**src/rtl/gfx_pkg.sv**
```systemverilog
// Shared pixel types and field helpers for the layer compositing pipeline.
package gfx_pkg;

    typedef logic [12:0] pixel_t;   // {R[12:9], G[8:5], B[4:1], A[0]}
    typedef logic [11:0] rgb_t;

    localparam int FB_W_DEFAULT     = 160;
    localparam int FB_H_DEFAULT     = 120;
    localparam int SCALE_SH_DEFAULT = 2;

    function automatic logic [3:0] px_r(input pixel_t p);
        return p[12:9];
    endfunction

    function automatic logic [3:0] px_g(input pixel_t p);
        return p[8:5];
    endfunction

    function automatic logic [3:0] px_b(input pixel_t p);
        return p[4:1];
    endfunction

    function automatic logic px_a(input pixel_t p);
        return p[0];
    endfunction

    function automatic rgb_t px_rgb(input pixel_t p);
        return {px_r(p), px_g(p), px_b(p)};
    endfunction

endpackage

```
**src/rtl/layer_addr_gen.sv**
```systemverilog
// One layer's frame-synchronous shadow registers, clip test and registered
// VRAM address (Stage A).
module layer_addr_gen
    import gfx_pkg::*;
#(
    parameter int COORD_W  = 12,
    parameter int SCALE_SH = SCALE_SH_DEFAULT,
    parameter int FB_W     = FB_W_DEFAULT,
    parameter int FB_H     = FB_H_DEFAULT,
    parameter int ADDR_W   = 15
) (
    input  logic               clk,
    input  logic               rst_n,
    input  logic               upd_i,
    input  logic               en_i,
    input  logic [COORD_W-1:0] pos_x_i,
    input  logic [COORD_W-1:0] pos_y_i,
    input  logic [COORD_W-1:0] hdata_i,
    input  logic [COORD_W-1:0] vdata_i,
    input  logic               valid_i,
    output logic [ADDR_W-1:0]  addr_o,
    output logic               inr_o
);

    localparam int CW1 = COORD_W + 1;
    localparam logic [CW1-1:0] FB_W_C = CW1'(FB_W);
    localparam logic [CW1-1:0] FB_H_C = CW1'(FB_H);

    logic               en_q;
    logic [COORD_W-1:0] pos_x_q;
    logic [COORD_W-1:0] pos_y_q;
    logic [ADDR_W-1:0]  addr_q;
    logic               inr_q;

    logic [COORD_W-1:0] fb_x;
    logic [COORD_W-1:0] fb_y;
    logic signed [CW1-1:0] lx;
    logic signed [CW1-1:0] ly;
    logic               in_x;
    logic               in_y;
    logic               inr_d;
    logic [ADDR_W-1:0]  addr_d;

    // The extra sign bit keeps negative layer coordinates from aliasing
    // onto the far edge of the framebuffer.
    always_comb begin
        fb_x   = hdata_i >> SCALE_SH;
        fb_y   = vdata_i >> SCALE_SH;
        lx     = $signed({1'b0, fb_x}) - $signed({pos_x_q[COORD_W-1], pos_x_q});
        ly     = $signed({1'b0, fb_y}) - $signed({pos_y_q[COORD_W-1], pos_y_q});
        in_x   = !lx[CW1-1] && ($unsigned(lx) < FB_W_C);
        in_y   = !ly[CW1-1] && ($unsigned(ly) < FB_H_C);
        inr_d  = en_q && valid_i && in_x && in_y;
        addr_d = '0;
        if (inr_d) begin
            addr_d = ADDR_W'($unsigned(ly)) * ADDR_W'(FB_W) + ADDR_W'($unsigned(lx));
        end
    end

    always_ff @(posedge clk or negedge rst_n) begin
        if (!rst_n) begin
            en_q    <= 1'b0;
            pos_x_q <= '0;
            pos_y_q <= '0;
            addr_q  <= '0;
            inr_q   <= 1'b0;
        end else begin
            if (upd_i) begin
                en_q    <= en_i;
                pos_x_q <= pos_x_i;
                pos_y_q <= pos_y_i;
            end
            addr_q <= addr_d;
            inr_q  <= inr_d;
        end
    end

    assign addr_o = addr_q;
    assign inr_o  = inr_q;

endmodule

```
**src/rtl/layer_compositor.sv**
```systemverilog
// N-layer pixel pipeline: per-layer address generation, VRAM latency
// alignment, bottom-to-top 1-bit-alpha compositing and matched sync delay.
module layer_compositor
    import gfx_pkg::*;
#(
    parameter int   N_LAYERS  = 4,
    parameter int   COORD_W   = 12,
    parameter int   SCALE_SH  = SCALE_SH_DEFAULT,
    parameter int   FB_W      = FB_W_DEFAULT,
    parameter int   FB_H      = FB_H_DEFAULT,
    parameter int   ADDR_W    = 15,
    parameter int   VRAM_LAT  = 1,
    parameter rgb_t BG_RGB    = 12'h000,
    parameter logic SYNC_IDLE = 1'b1
) (
    input  logic                         clk,
    input  logic                         rst_n,
    input  logic [COORD_W-1:0]           hdata_i,
    input  logic [COORD_W-1:0]           vdata_i,
    input  logic                         valid_i,
    input  logic                         hsync_i,
    input  logic                         vsync_i,
    input  logic [N_LAYERS-1:0]          layer_en_i,
    input  logic [N_LAYERS*COORD_W-1:0]  pos_x_i,
    input  logic [N_LAYERS*COORD_W-1:0]  pos_y_i,
    output logic [N_LAYERS*ADDR_W-1:0]   vram_addr_o,
    input  logic [N_LAYERS*13-1:0]       vram_data_i,
    output logic [3:0]                   r_o,
    output logic [3:0]                   g_o,
    output logic [3:0]                   b_o,
    output logic                         hsync_o,
    output logic                         vsync_o
);

    logic                vs_prev_q;
    logic                upd;
    logic [N_LAYERS-1:0] inr_a;
    logic [N_LAYERS-1:0] inr_c;
    pixel_t [N_LAYERS-1:0] px_c;

    // Bit 0 is Stage A; the remaining VRAM_LAT bits cover the read latency.
    logic [VRAM_LAT:0]   vld_p_q;
    logic [VRAM_LAT:0]   hs_p_q;
    logic [VRAM_LAT:0]   vs_p_q;

    logic [N_LAYERS-1:0] vld_c_q;
    logic [N_LAYERS-1:0] hs_c_q;
    logic [N_LAYERS-1:0] vs_c_q;
    rgb_t [N_LAYERS-1:0] col_q;

    // Previous vsync resets high so a line held high through reset is not
    // mistaken for a frame start.
    always_ff @(posedge clk or negedge rst_n) begin
        if (!rst_n) begin
            vs_prev_q <= 1'b1;
        end else begin
            vs_prev_q <= vsync_i;
        end
    end

    assign upd = vsync_i && !vs_prev_q;

    genvar gi;
    generate
        for (gi = 0; gi < N_LAYERS; gi++) begin : g_layer
            localparam int IW = VRAM_LAT + gi;

            logic [IW-1:0] inr_sr_q;

            layer_addr_gen #(
                .COORD_W  (COORD_W),
                .SCALE_SH (SCALE_SH),
                .FB_W     (FB_W),
                .FB_H     (FB_H),
                .ADDR_W   (ADDR_W)
            ) u_addr_gen (
                .clk      (clk),
                .rst_n    (rst_n),
                .upd_i    (upd),
                .en_i     (layer_en_i[gi]),
                .pos_x_i  (pos_x_i[gi*COORD_W +: COORD_W]),
                .pos_y_i  (pos_y_i[gi*COORD_W +: COORD_W]),
                .hdata_i  (hdata_i),
                .vdata_i  (vdata_i),
                .valid_i  (valid_i),
                .addr_o   (vram_addr_o[gi*ADDR_W +: ADDR_W]),
                .inr_o    (inr_a[gi])
            );

            always_ff @(posedge clk or negedge rst_n) begin
                if (!rst_n) begin
                    inr_sr_q <= '0;
                end else begin
                    inr_sr_q[0] <= inr_a[gi];
                    for (int j = 1; j < IW; j++) begin
                        inr_sr_q[j] <= inr_sr_q[j-1];
                    end
                end
            end

            assign inr_c[gi] = inr_sr_q[IW-1];

            if (gi == 0) begin : g_nodly
                assign px_c[gi] = vram_data_i[gi*13 +: 13];
            end else begin : g_dly
                pixel_t px_sr_q [gi];

                always_ff @(posedge clk or negedge rst_n) begin
                    if (!rst_n) begin
                        for (int j = 0; j < gi; j++) begin
                            px_sr_q[j] <= '0;
                        end
                    end else begin
                        px_sr_q[0] <= vram_data_i[gi*13 +: 13];
                        for (int j = 1; j < gi; j++) begin
                            px_sr_q[j] <= px_sr_q[j-1];
                        end
                    end
                end

                assign px_c[gi] = px_sr_q[gi-1];
            end
        end
    endgenerate

    always_ff @(posedge clk or negedge rst_n) begin
        if (!rst_n) begin
            vld_p_q <= '0;
            hs_p_q  <= {(VRAM_LAT+1){SYNC_IDLE}};
            vs_p_q  <= {(VRAM_LAT+1){SYNC_IDLE}};
        end else begin
            vld_p_q <= {vld_p_q[VRAM_LAT-1:0], valid_i};
            hs_p_q  <= {hs_p_q[VRAM_LAT-1:0], hsync_i};
            vs_p_q  <= {vs_p_q[VRAM_LAT-1:0], vsync_i};
        end
    end

    // Stage k keeps the colour from below unless layer k is opaque here.
    always_ff @(posedge clk or negedge rst_n) begin
        if (!rst_n) begin
            col_q   <= '0;
            vld_c_q <= '0;
            hs_c_q  <= {N_LAYERS{SYNC_IDLE}};
            vs_c_q  <= {N_LAYERS{SYNC_IDLE}};
        end else begin
            col_q[0]   <= (inr_c[0] && px_a(px_c[0])) ? px_rgb(px_c[0]) : BG_RGB;
            vld_c_q[0] <= vld_p_q[VRAM_LAT];
            hs_c_q[0]  <= hs_p_q[VRAM_LAT];
            vs_c_q[0]  <= vs_p_q[VRAM_LAT];
            for (int k = 1; k < N_LAYERS; k++) begin
                col_q[k]   <= (inr_c[k] && px_a(px_c[k])) ? px_rgb(px_c[k]) : col_q[k-1];
                vld_c_q[k] <= vld_c_q[k-1];
                hs_c_q[k]  <= hs_c_q[k-1];
                vs_c_q[k]  <= vs_c_q[k-1];
            end
        end
    end

    assign {r_o, g_o, b_o} = vld_c_q[N_LAYERS-1] ? col_q[N_LAYERS-1] : 12'h000;
    assign hsync_o = hs_c_q[N_LAYERS-1];
    assign vsync_o = vs_c_q[N_LAYERS-1];

endmodule
```
**config.mk**
```make
export PLATFORM = sky130hd
export DESIGN_NAME = layer_compositor
export DESIGN_NICKNAME = d
export VERILOG_FILES = /design/src/rtl/gfx_pkg.sv /design/src/rtl/layer_addr_gen.sv /design/src/rtl/layer_compositor.sv
export SDC_FILE = /design/constraint.sdc
export NUM_CORES = 1
export LEC_CHECK = 0
export BUFFER_PORTS_ARGS = -buffer_cell sky130_fd_sc_hd__buf_2
export CAP_MARGIN = 20
export CORE_MARGIN = 4
export CORE_UTILIZATION = 45
export CTS_CLUSTER_SIZE = 14
export DETAILED_ROUTE_END_ITERATION = 10
export GPL_TIMING_DRIVEN = 0
export HOLD_SLACK_MARGIN = 0.08
export PLACE_DENSITY = 0.68
export SYNTH_ARGS = -nofsm -noshare
export SYNTH_HDL_FRONTEND = slang
export SYNTH_HIERARCHICAL = 1
export SYNTH_SLANG_ARGS = --single-unit
```
**constraint.sdc**
```tcl
create_clock -name clk -period 4.21 [get_ports clk]
set_input_delay 0.421 -clock clk [delete_from_list [all_inputs] [get_ports clk]]
set_output_delay 0.421 -clock clk [all_outputs]
set_load 0.05 [all_outputs]
```
# Word level (Yosys, flattened, before mapping)
# Index checks and enable logic that the tools add are counted.
word_totals:
  regBits: 319
  input_bits: 181
  out_inout_bits: 74
  wordCells: 108
op_classes:
  n_addsub: 12
  mul: 4
  order_cmp: 8
  muxes: 9
  reduce_logical: 34
ops:
  columns: ["op", "n"]
  rows:
  - ["$sub A11 B12 Y13", 8]
  - ["$add A15 B13 Y15", 4]
  - ["$mux W12", 5]
  - ["$mux W15", 4]
  - ["$lt A13 B7 Y1 const B", 4]
  - ["$lt A13 B8 Y1 const B", 4]
  - ["$mul A13 B3 Y10 const B", 4]
  - ["$logic_and A1 B1 Y1", 25]
  - ["$logic_not A1 Y1", 9]

# Depth between registers and ports, before layout
# Gate-level depths: netlist of run 1.
logic_depth:
  depth_word: 6
  ltp_mapped: 20
  mapped_depth_nobuf: 20

# Modules after synthesis
# Netlist of run 1, hierarchy kept.
by_module_without_submodules:
  columns: ["mod", "instances", "cells_per_inst", "area_per_inst_um2", "seq_area_each_um2"]
  rows:
  - ["layer_addr_gen (g_layer[0].u_addr_gen ...)", 2, 368, 3397.0, 1026.0]
  - ["layer_compositor", 1, 224, 4606.9, 3868.7]
  - ["layer_addr_gen (g_layer[3].u_addr_gen)", 1, 372, 3324.4, 1026.0]
  - ["layer_addr_gen (g_layer[1].u_addr_gen)", 1, 349, 3170.5, 1026.0]

# Worst setup path before layout of run 1
# No wires, ideal clock.
synth_path:
  kind: "input to register"
  start: "in vdata_i[2]"
  end: "reg g_layer[0].u_addr_gen.addr_q[14]"
  setup_time_ns: 0.101
  arrival_ns: 3.946
  required_time_ns: 4.109
  slack_ns: 0.163
  cell_stages: 18
  path_buffers: 0
  path_cell_list: "inv_1 > ha_1 > fa_1 > nand2b_1 > a21oi_1 > a21oi_1 > ha_1 > inv_1 > fa_1 > inv_1 > ha_1 > o21ai_0 > o21bai_1 > a21o_1 > a21o_1 > nand2_1 > xnor3_1 > nor4_1"
synth_between:
  elab_chain_cells: 5
  elab_cells_between_ends: 8
  cone_classes: "add/sub (2); mul (1); order compare (1); mux (1); reduce/logical (3)"
synth_rtl:
  columns: ["item", "line_no", "source"]
  rows:
  - ["start: declaration", "layer_compositor.sv:19", "input logic [COORD_W-1:0] vdata_i,"]
  - ["$sub A11 B12 Y13 (*)", "layer_addr_gen.sv:50", "ly = $signed({1'b0, fb_y}) - $signed({pos_y_q[COORD_W-1], pos_y_q});"]
  - ["parallel branches: the longest is 3 deep, another holds $add A15 B13 Y15", null, null]
  - ["$mux W15 (*)", "layer_addr_gen.sv:55", "if (inr_d) begin"]
  - ["named net g_layer[0].u_addr_gen.addr_d[14]", "layer_addr_gen.sv:42", "logic [ADDR_W-1:0] addr_d;"]
  - ["end signal: assignment", "layer_addr_gen.sv:73", "addr_q <= addr_d;"]
  - ["end: declaration", "layer_addr_gen.sv:32", "logic [ADDR_W-1:0] addr_q;"]
# Mark *: on every way through the listed nets, which the timed path passes.
# A chain may end at the register's enable or synchronous reset.

# Final worst setup path of run 1
layout_path:
  start: "reg g_layer[2].u_addr_gen.pos_y_q[0]"
  end: "reg g_layer[2].u_addr_gen.addr_q[14]"
layout_between:
  elab_chain_cells: 5
  elab_cells_between_ends: 8
  cone_classes: "add/sub (2); mul (1); order compare (1); mux (1); reduce/logical (3)"
layout_rtl:
  columns: ["item", "line_no", "source"]
  rows:
  - ["start: declaration", "layer_addr_gen.sv:31", "logic [COORD_W-1:0] pos_y_q;"]
  - ["start signal: assignment", "layer_addr_gen.sv:71", "pos_y_q <= pos_y_i;"]
  - ["$sub A11 B12 Y13 (*)", "layer_addr_gen.sv:50", null]
  - ["parallel branches: the longest is 3 deep, another holds $add A15 B13 Y15", null, null]
  - ["$mux W15 (*)", "layer_addr_gen.sv:55", null]
  - ["named net g_layer[2].u_addr_gen.addr_d[14]", "layer_addr_gen.sv:42", null]
  - ["end signal: assignment", "layer_addr_gen.sv:73", null]
  - ["end: declaration", "layer_addr_gen.sv:32", null]
# Marked as above.

==> results.md, run 1 <==
* Outcome: finished, final reports clean
* Worst rel slew slack at 44.84%
* Tmin final at 3.999 ns
* Core Util, Final at 57.08%
* Initial antenna violation count at 1
* Fin cells at 2617
* Fin crit share at 94.98%
* Reg2reg path depth at 18
* Final-report hold violation count at 0
* Die H at about 210 microns
* PD cells at between 500 and 600 mW/mm^2
* CP top delay family: adder cells
* Row cnt at 72
* CTS clk-pin slew, worst paths at 0.06 ns
* Sequential share of the synthesized area at roughly 45%
* Worst Path Required at ~4.6 ns
* Startpoint types: register
* Worst Skew at 0.01795 ns
* Skew-Pair Late Insertion Delay at about 0.55 ns
* Share of cells above drive strength 1 at around a quarter
* Max-Cap Viols at 0
* Worst Path Class, Setup: reg2reg
* Setup-failing EPs final at 0
* Starting Density at 45.88%
* Post-Syn Area per Cell at 10.65 sq um
* Least-Margin Pin Slew at 0.8044 ns
* CTS H-tree lvls at 2
* Instance count on the critical path at 18
* Post-route DRC at 0
* R2R setup slack at 0.21 ns
* Layout Nets at 2417
* Die Width at 207.4 microns
* Detailed-route wire length per cell at 18.20 microns
* Syn Std Cell Area at 0.01790 sq mm
* Final Max Tran Viols at 0
* Hold Path Depth at 3
* Clock Sinks at 318
* Static leakage at 10.82 nW
* Post-route ant nets at 0
* Post-synth EDFFs at 0
* Worst path max stage delay at 0.53 ns
* Largest net degree at the start of global routing at between 100 and 150
* Count of input and output buffers at 250
* Storage cell area at 0.007973 sq mm
* Die area at 0.04302 sq mm
* CP Capture Type: register
* CORE AREA at 0.03901 sq mm
* CP arrival at 4.43 ns
* Ports at 255
* Placed instance area at 0.01986 sq mm
* Deepest clock path buffer count at 3
* Layout area overhead at 24.41%
* Post-synth ARST share at 100.0%
* Cells after DPL at 2451
* Area occupied by multi-input gates at roughly 0.0093 sq mm
* Crit path buffers/inverters at 2
* CTS root buffer: clkbuf_16
* Syn. warnings at 6
* Ys flop type: dfrtp_1
* TNS Setup at 0 ns
* First-pass GRT wire length at 75.53 mm
* Starting DRT DRC Count at around 770
* Power, Total at 12.82 mW
* Detailed Place HPWL at 35.01 mm
* Syn Inst Count at 1681
* Gpl congestion at 0.8633
* Final Cell Area at 0.02226 sq mm
* Final WL at around 48 mm
* Fillers at 3291
* Achievable frequency at 250.1 MHz
* Hold crit path type: in2reg
* Synth Register Bits at 318
* Crit path max fanout at 4
* Vias in the first global route at around 14000
* Crit path cell chain: ha_2, fa_2, nand2b_4, a21oi_4, a21oi_2, ha_1, inv_1, fa_1, inv_1, ha_2, nor2_1, o211a_1, o21bai_1, a21o_1, a21o_1, nand2_1, xnor3_2, nor4_4
* Detailed-route via count at 13737
* Critical-path top delay cell: fa_1
* GRT Residual Overflow at 0
* Synth cell types at just over 90
* Syn nets at about 2000
* Mean number of vias per cell at 5.249
* CTS tree: yes
* GRT Overall Usage at 21.85%
* Num CTS Buffers at 37
* First-pass iteration count of the detailed router at 5
* VDD IR-drop max at 0.3686 mV
==> power by group <==
group	internal [mW]	switching (mW)
Combinational	2.86	3.51
Sequential	3.23	0.0748
Clock	1.87	1.27
Total	7.97	4.85
==> cells in the mapped netlist, types with 20 or more instances <==
master	number	area (sq um)
dfrtp_1	306	7657
a21o_1	35	262.8
mux2_4	30	450.4
and2_1	30	187.7
o21ai_0	134	670.6
nor2_1	85	319.1
xor2_1	36	315.3
nor2b_1	22	137.6
ha_1	148	1852
mux2_2	25	281.5
nand2_1	126	473.0
clkbuf_1	25	93.84
xnor2_1	79	691.9
a211oi_1	20	150.1
a21oi_1	97	485.5
inv_1	160	600.6
==> routing by layer <==
layer  vias up  routed length [microns]  track usage (%)  part of all wire, %
li1       6637                        -                -                    -
met4         2                     1587            7.912                  3.3
met5         -                       11                0                0.023
met2       399                    21900            35.36                   46
met1      6620                    21610            29.72                   45
met3        79                     2506            3.884                  5.3
==> worst min-delay path: cells and delay by family <==
kind	cells	cell delay, ns
AOI/OAI and AO/OA	1	0.07
buffers and inverters	1	0.07
and+or+nand+nor	1	0.04
==> area by class of cell <==
| cell class | instances | area share [%] |
|---|---|---|
| tap | 518 | 2.911 |
| timing repair buffer | 352 | 10.33 |
| multi-input combinational | 1162 | 41.88 |
| clock buffer | 50 | 4.693 |
| buffer | 39 | 0.9498 |
| clock inverter | 15 | 0.6800 |
| sequential | 318 | 35.81 |
| inverter | 162 | 2.731 |
| antenna | 1 | 0.01124 |
==> flip-flops by register name, indices dropped and copies added (netlist names) <==
| name | flops |
|---|---|
| g_layer.g_dly.px_sr_q | 78 |
| col_q | 48 |
| g_layer.u_addr_gen/inr_o | 4 |
| vld_c_q | 4 |
| hs_p_q | 2 |
| vs_p_q | 2 |
| hs_c_q | 4 |
| g_layer.u_addr_gen/pos_y_q | 48 |
| vs_c_q | 4 |
| g_layer.inr_sr_q | 10 |
| vld_p_q | 2 |
| g_layer.u_addr_gen/en_q | 4 |
| g_layer.u_addr_gen/addr_o | 60 |
| g_layer.u_addr_gen/pos_x_q | 48 |
==> what timing repair did <==
item	in CTS	in global routing
gates resized for setup	29	21
endpoints found under the hold margin	192	0
hold buffers	93	0
pin swaps	7	12
buffers inserted	1	6
endpoints found under the setup margin	5	5
==> path summary, 6_finish.rpt <==
check	from	end
max	g_layer[2].u_addr_gen/pos_y_q[0]$_DFFE_PN0P_	g_layer[2].u_addr_gen/addr_o[14]$_DFF_PN0_
min	pos_x_i[4]	g_layer[0].u_addr_gen/pos_x_q[4]$_DFFE_PN0P_
max reg2reg	g_layer[2].u_addr_gen/pos_y_q[0]$_DFFE_PN0P_	g_layer[2].u_addr_gen/addr_o[14]$_DFF_PN0_
min reg2reg	g_layer[3].g_dly.px_sr_q[23]$_DFF_PN0_	g_layer[3].g_dly.px_sr_q[10]$_DFF_PN0_
max in group asynchronous	rst_n	g_layer[2].u_addr_gen/pos_y_q[3]$_DFFE_PN0P_
min in group asynchronous	rst_n	g_layer[3].g_dly.px_sr_q[13]$_DFF_PN0_
==> cell families (layout without fill, tap and decap cells) <==
family,count (synthesis),count (layout),synth area share [%]
compound gates,429,429,16.54
simple gates,392,392,11.74
flops,318,318,44.55
buf+inv,201,618,4.579
fa+ha+maj,164,164,12.14
xor+xnor,120,120,6.257
mux,57,57,4.202
other cells,0,1,0
==> cells in the final DEF, fill, tap and decap left out, drive strengths merged, types with 24 or more instances in the layout <==
master / instances
dfrtp: 306
buf: 273
inv: 166
ha: 148
o21ai: 142
nand2: 129
a21oi: 101
nor2: 94
dlygate4sd3: 93
xnor2: 79
clkbuf: 75
mux2: 55
a21o: 37
xor2: 36
and2: 30
nor4: 26
a211oi: 24
==> stage by stage <==
| step | hold slack, ns | setup slack, ns |
|---|---|---|
| after floorplan | 0.1254 | 0.1630 |
| after detailed placement | 0.3347 | -0.8293 |
| after CTS | 0.08024 | 0.0003006 |
| after global placement | 0.3310 | -3.197 |
| final | 0.1105 | 0.2112 |
| after global routing | 0.09160 | -0.005449 |
Note: power is estimated with default switching activity, not from simulation.
==> run 2, diff against run 1 <==
--- a/config.mk
+++ b/config.mk
@@ -16,5 +16,4 @@
 export PLACE_DENSITY = 0.68
 export SYNTH_ARGS = -nofsm -noshare
 export SYNTH_HDL_FRONTEND = slang
-export SYNTH_HIERARCHICAL = 1
 export SYNTH_SLANG_ARGS = --single-unit
==> run 2 against run 1 <==
Against the previous run: worst hold slack got worse by 0.0079 ns; die area decreased by 3.7%; core utilization decreased by 0.61 points; count of clock-buffer cells in the layout increased by 1; final area decreased by 4.5%; register-to-register slack improved by 0.02 ns; via count decreased by 3.2%; synthesized cell count decreased by 2.3%; sequential share of layout area increased by 1.7 points; clock power increased by 6%; setup slack improved by 0.018 ns; critical path type unchanged; largest cell class unchanged.
==> results.md, run 2 <==
* Max reg flops at 78 (unchanged)
* Gpl congestion at 0.8596 (was 0.8633)
* CTS tree: yes (unchanged)
* GRT Overall Usage at 22.70% (was 21.85%)
* Achievable frequency at 251.2 MHz (was 250.1 MHz)
* Die Width at 203.5 microns (was 207.4 microns)
* Crit path cell chain: inv_1, ha_1, nor2b_1, o21ai_0, or3b_1, and2_1, ha_1, ha_1, inv_1, fa_1, nor2b_1, nor3_1, o21bai_1, a21oi_1, xnor3_1, xnor2_1, xor2_1, nor2_1 (was ha_2, fa_2, nand2b_4, a21oi_4, a21oi_2, ha_1, inv_1, fa_1, inv_1, ha_2, nor2_1, o211a_1, o21bai_1, a21o_1, a21o_1, nand2_1, xnor3_2, nor4_4)
* Ys flop type: dfrtp_1 (unchanged)
* Combinational power share at 46.1% (was 49.7%)
* R2R setup slack at 0.23 ns (was 0.21 ns)
* Syn nets at 1987 (was 2026)
* Share of cells above drive strength 1 at 20.94% (was 24.50%)
* Most frequent cell on the critical path: ha_1
* Worst Path Required at 4.64 ns (about the same)
* TNS Setup at 0 ns (unchanged)
* Cells after DPL at 2406 (was 2451)
* Net Sw Power at 4.448 mW (was 4.854 mW)
* Vias in the first global route at 13403 (was 14125)
* CTS root buffer: clkbuf_16 (unchanged)
* Static leakage at 10.57 nW (was 10.82 nW)
* Share of power burned in registers at 26.9% (was 25.8%)
* Synth Area in Adders at 12.63% (was 12.14%)
* Die area at 0.04141 sq mm (was 0.04302 sq mm)
* Synth Area in Compound Gates at 14.81% (was 16.53%)
* Setup-failing EPs final at 0 (unchanged)
* Startpoint types: register (unchanged)
* Largest net degree at the start of global routing at 133 (was 125)
* Fin cells at 2554 (was 2617)
* Deepest clock path buffer count at 3 (unchanged)
* Critical-path top delay cell: fa_1 (unchanged)
* Row cnt at 71 (was 72)
* Final Max Tran Viols at 0 (unchanged)
* Worst Skew at 0.01412 ns (was 0.01795 ns)
* Fillers at 3261 (was 3291)
* Post-synth ARST share at 100.0% (unchanged)
* Post-route DRC at 0 (unchanged)
* Crit path max fanout at 3 (was 4)
* PD cells at 578.5 mW/mm^2 (was 576.0 mW/mm^2)
* Net Sw Frac at 36.15% (was 37.86%)
* Post-Synth XOR/XNOR Area at 6.329% (was 6.257%)
* Commonest non-fill, non-tap cells in the layout: 306 x dfrtp_1, 254 x buf_2, 148 x ha_1, 138 x inv_1, 133 x o21ai_0 (was 306 x dfrtp_1, 253 x buf_2, 160 x inv_1, 143 x ha_1, 130 x o21ai_0)
* First-pass iteration count of the detailed router at 5 (unchanged)
* Post-Syn Area per Cell at 10.47 sq um (was 10.65 sq um)
* Starting DRT DRC Count at 577 (was 767)
* Clock Sinks at 318 (unchanged)
* Internal power at 7.855 mW (was 7.969 mW)
* Synth top area share at 44.52% (was 42.79%)
* Commonest non-fill, non-tap cell in the layout: dfrtp_1 (unchanged)
* Least-Margin Pin Slew at 0.9625 ns (was 0.8044 ns)
* CP Capture Type: register (unchanged)
* CTS H-tree lvls at 2 (unchanged)
* Starting Density at 45.66% (was 45.88%)
* Sequential share of the synthesized area at 46.36% (was 44.55%)
* Tmin final at 3.981 ns (was 3.999 ns)
* Final worst slack at 0.2289 ns (was 0.2112 ns)
* VDD IR-drop max at 0.4303 mV (was 0.3686 mV)
* Post-synth top area cell: dfrtp_1 (unchanged)
* Top cells by count, synth: 306 x dfrtp_1, 148 x ha_1, 138 x inv_1, 134 x o21ai_0, 122 x nand2_1 (was 306 x dfrtp_1, 160 x inv_1, 148 x ha_1, 134 x o21ai_0, 126 x nand2_1)
* Synth area leaders: dfrtp_1 45%, ha_1 11%, mux2_2 4.0% (was dfrtp_1 43%, ha_1 10%, xnor2_1 3.9%)
* Storage cell area at 0.007973 sq mm (unchanged)
* Syn. warnings at 0 (was 6)
* Final WL at 47.62 mm (about the same)
* CP arrival at 4.41 ns (was 4.43 ns)
* Worst rel slew slack at 35.84% (was 44.84%)
* Num CTS Buffers at 37 (unchanged)
* Die H at 203.5 microns (was 207.4 microns)
* Ports at 255 (unchanged)
* Post-route ant nets at 0 (unchanged)
* Biggest register: g_layer.g_dly.px_sr_q (unchanged)
* Worst Path Class, Setup: reg2reg (unchanged)
* Simple-gate area share of the yosys netlist at 11.57% (was 11.74%)
* Synth Register Bits at 318 (unchanged)
* Initial antenna violation count at 4 (was 1)
* Post-synth EDFFs at 0 (unchanged)
* Skew-Pair Late Insertion Delay at 0.55 ns (about the same)
* First-pass GRT wire length at 73.09 mm (was 75.53 mm)
* Detailed-route via count at 13292 (was 13737)
* Layout area overhead at 23.66% (was 24.41%)
* Synth cell types at 79 (was 91)
* Syn Std Cell Area at 0.01720 sq mm (was 0.01790 sq mm)
* GRT Residual Overflow at 0 (unchanged)
* Mean number of vias per cell at 5.204 (was 5.249)
* Placement Setup Slack at -0.7054 ns (was -0.8293 ns)
* Hold crit path type: in2reg (unchanged)
* RSZ-0062 raised after global routing: yes
* Area occupied by multi-input gates at 0.008566 sq mm (was 0.009325 sq mm)
* Detailed Place HPWL at 35.31 mm (was 35.01 mm)
* CTS clk-pin slew, worst paths at 0.06 ns (about the same)
* Worst path max stage delay at 0.40 ns (was 0.53 ns)
* Max-Cap Viols at 0 (unchanged)
* Clock share of power at 27.0% (was 24.5%)
* Fin crit share at 94.56% (was 94.98%)
* Outcome: finished, final reports clean (unchanged)
* Cell with the most instances after synthesis: dfrtp_1 (unchanged)
* Layout Nets at 2357 (was 2417)
* Final-report hold violation count at 0 (unchanged)
* Count of input and output buffers at 250 (unchanged)
* Detailed-route wire length per cell at 18.65 microns (was 18.20 microns)
* Mux contribution to synthesized area at 4.227% (was 4.202%)
* CORE AREA at 0.03767 sq mm (was 0.03901 sq mm)
* Largest family of logic cells by synthesized area: compound AO/OA/AOI/OAI gates (unchanged)
* Syn Inst Count at 1642 (was 1681)
[run 2: cell types whose count changed in the layout (fill, tap and decap cells not counted), sizes merged, moves of 7 or more]
cell         change
nor4b            -8
inv             -23
a211oi           -7
nor2            +10
nor4            -20
and2             +7
o21a             +8
nor2b           +10
nand2            -7
a2111oi          -8
a21oi           -20
dlygate4sd3     -15
buf              -9
[run 2: power by group through the flow]
stage	Clock, mW	Sequential [mW]	Combinational (mW)
floorplan	0	3.35	4.46
global placement	0	3.36	5.44
detailed placement	0	3.37	5.54
CTS	3.40	3.31	5.65
global route	3.54	3.33	6.37
finish	3.32	3.31	5.67
[run 2: final cells by class]
| cell class | count | share of cell area (%) |
|---|---|---|
| multi-input cells | 1143 | 40.28 |
| diodes | 4 | 0.04706 |
| plain buffers | 41 | 0.8236 |
| clock inverters | 15 | 0.9295 |
| inverters | 140 | 2.471 |
| flip-flops and latches | 318 | 37.49 |
| clock buffers | 51 | 5.030 |
| well taps | 511 | 3.006 |
| repair buffers | 331 | 9.931 |
[run 2: logic make-up (layout without fill, tap and decap cells)]
kind of cell	after synthesis	in the layout
xor+xnor	118	118
compound gates	397	397
flops	318	318
buf+inv	181	578
mux	65	65
simple gates	399	399
other cells	0	4
fa+ha+maj	164	164
[run 2: routing by layer]
metal	vias up	routed length [microns]	track usage [%]	part of all wire (%)
met5	-	13	0	0.027
met4	2	1548	7.444	3.3
met3	90	3139	4.420	6.6
met2	393	22450	38.20	47
met1	6410	20470	29.73	43
li1	6397	-	-	-
[run 2: what timing repair did]
item / CTS / global route
gates resized for setup: 2 / 6
pin swaps: 0 / 0
endpoints found under the setup margin: 2 / 4
hold endpoints to repair: 165 / 0
setup buffers: 0 / 0
hold buffers: 78 / 0
[run 2: metrics by stage]
| stage | hold slack (ns) | cell area, sq um | power, mW | utilization [%] |
|---|---|---|---|---|
| 3_5_place_dp | 0.3347 | 19170 | 8.905 | 50.89 |
| 5_1_grt | 0.09290 | 21270 | 13.24 | 56.46 |
| 2_1_floorplan | 0.1254 | 17200 | 7.809 | - |
| 3_3_place_gp | 0.3312 | 19090 | 8.798 | 50.68 |
| 4_1_cts | 0.08210 | 21220 | 12.36 | 56.35 |
| 6_report | 0.1026 | 21270 | 12.30 | 56.46 |
[run 2: path summary, 6_finish.rpt]
kind / end / cells past startpoint / from
max reg2reg: g_layer[3].u_addr_gen.addr_o[14]$_DFF_PN0_ / 18 / g_layer[3].u_addr_gen.pos_y_q[1]$_DFFE_PN0P_
min: g_layer[3].u_addr_gen.pos_y_q[6]$_DFFE_PN0P_ / 3 / pos_y_i[42]
max: g_layer[3].u_addr_gen.addr_o[14]$_DFF_PN0_ / 18 / g_layer[3].u_addr_gen.pos_y_q[1]$_DFFE_PN0P_
min reg2reg: g_layer[3].g_dly.px_sr_q[0]$_DFF_PN0_ / 0 / g_layer[3].g_dly.px_sr_q[13]$_DFF_PN0_
max in group asynchronous: g_layer[1].g_dly.px_sr_q[3]$_DFF_PN0_ / 4 / rst_n
min in group asynchronous: g_layer[3].u_addr_gen.addr_o[11]$_DFF_PN0_ / 2 / rst_n
[run 2: worst max-delay path: cells and delay by family, from the launching register on]
kind	cells	cell delay, ns
AOI/OAI and AO/OA	3	0.40
xor gates and xnor gates	3	0.80
adders and majority gates	4	1.13
buffers and inverters	2	0.12
DFF	1	0.39
and+or+nand+nor	6	1.03
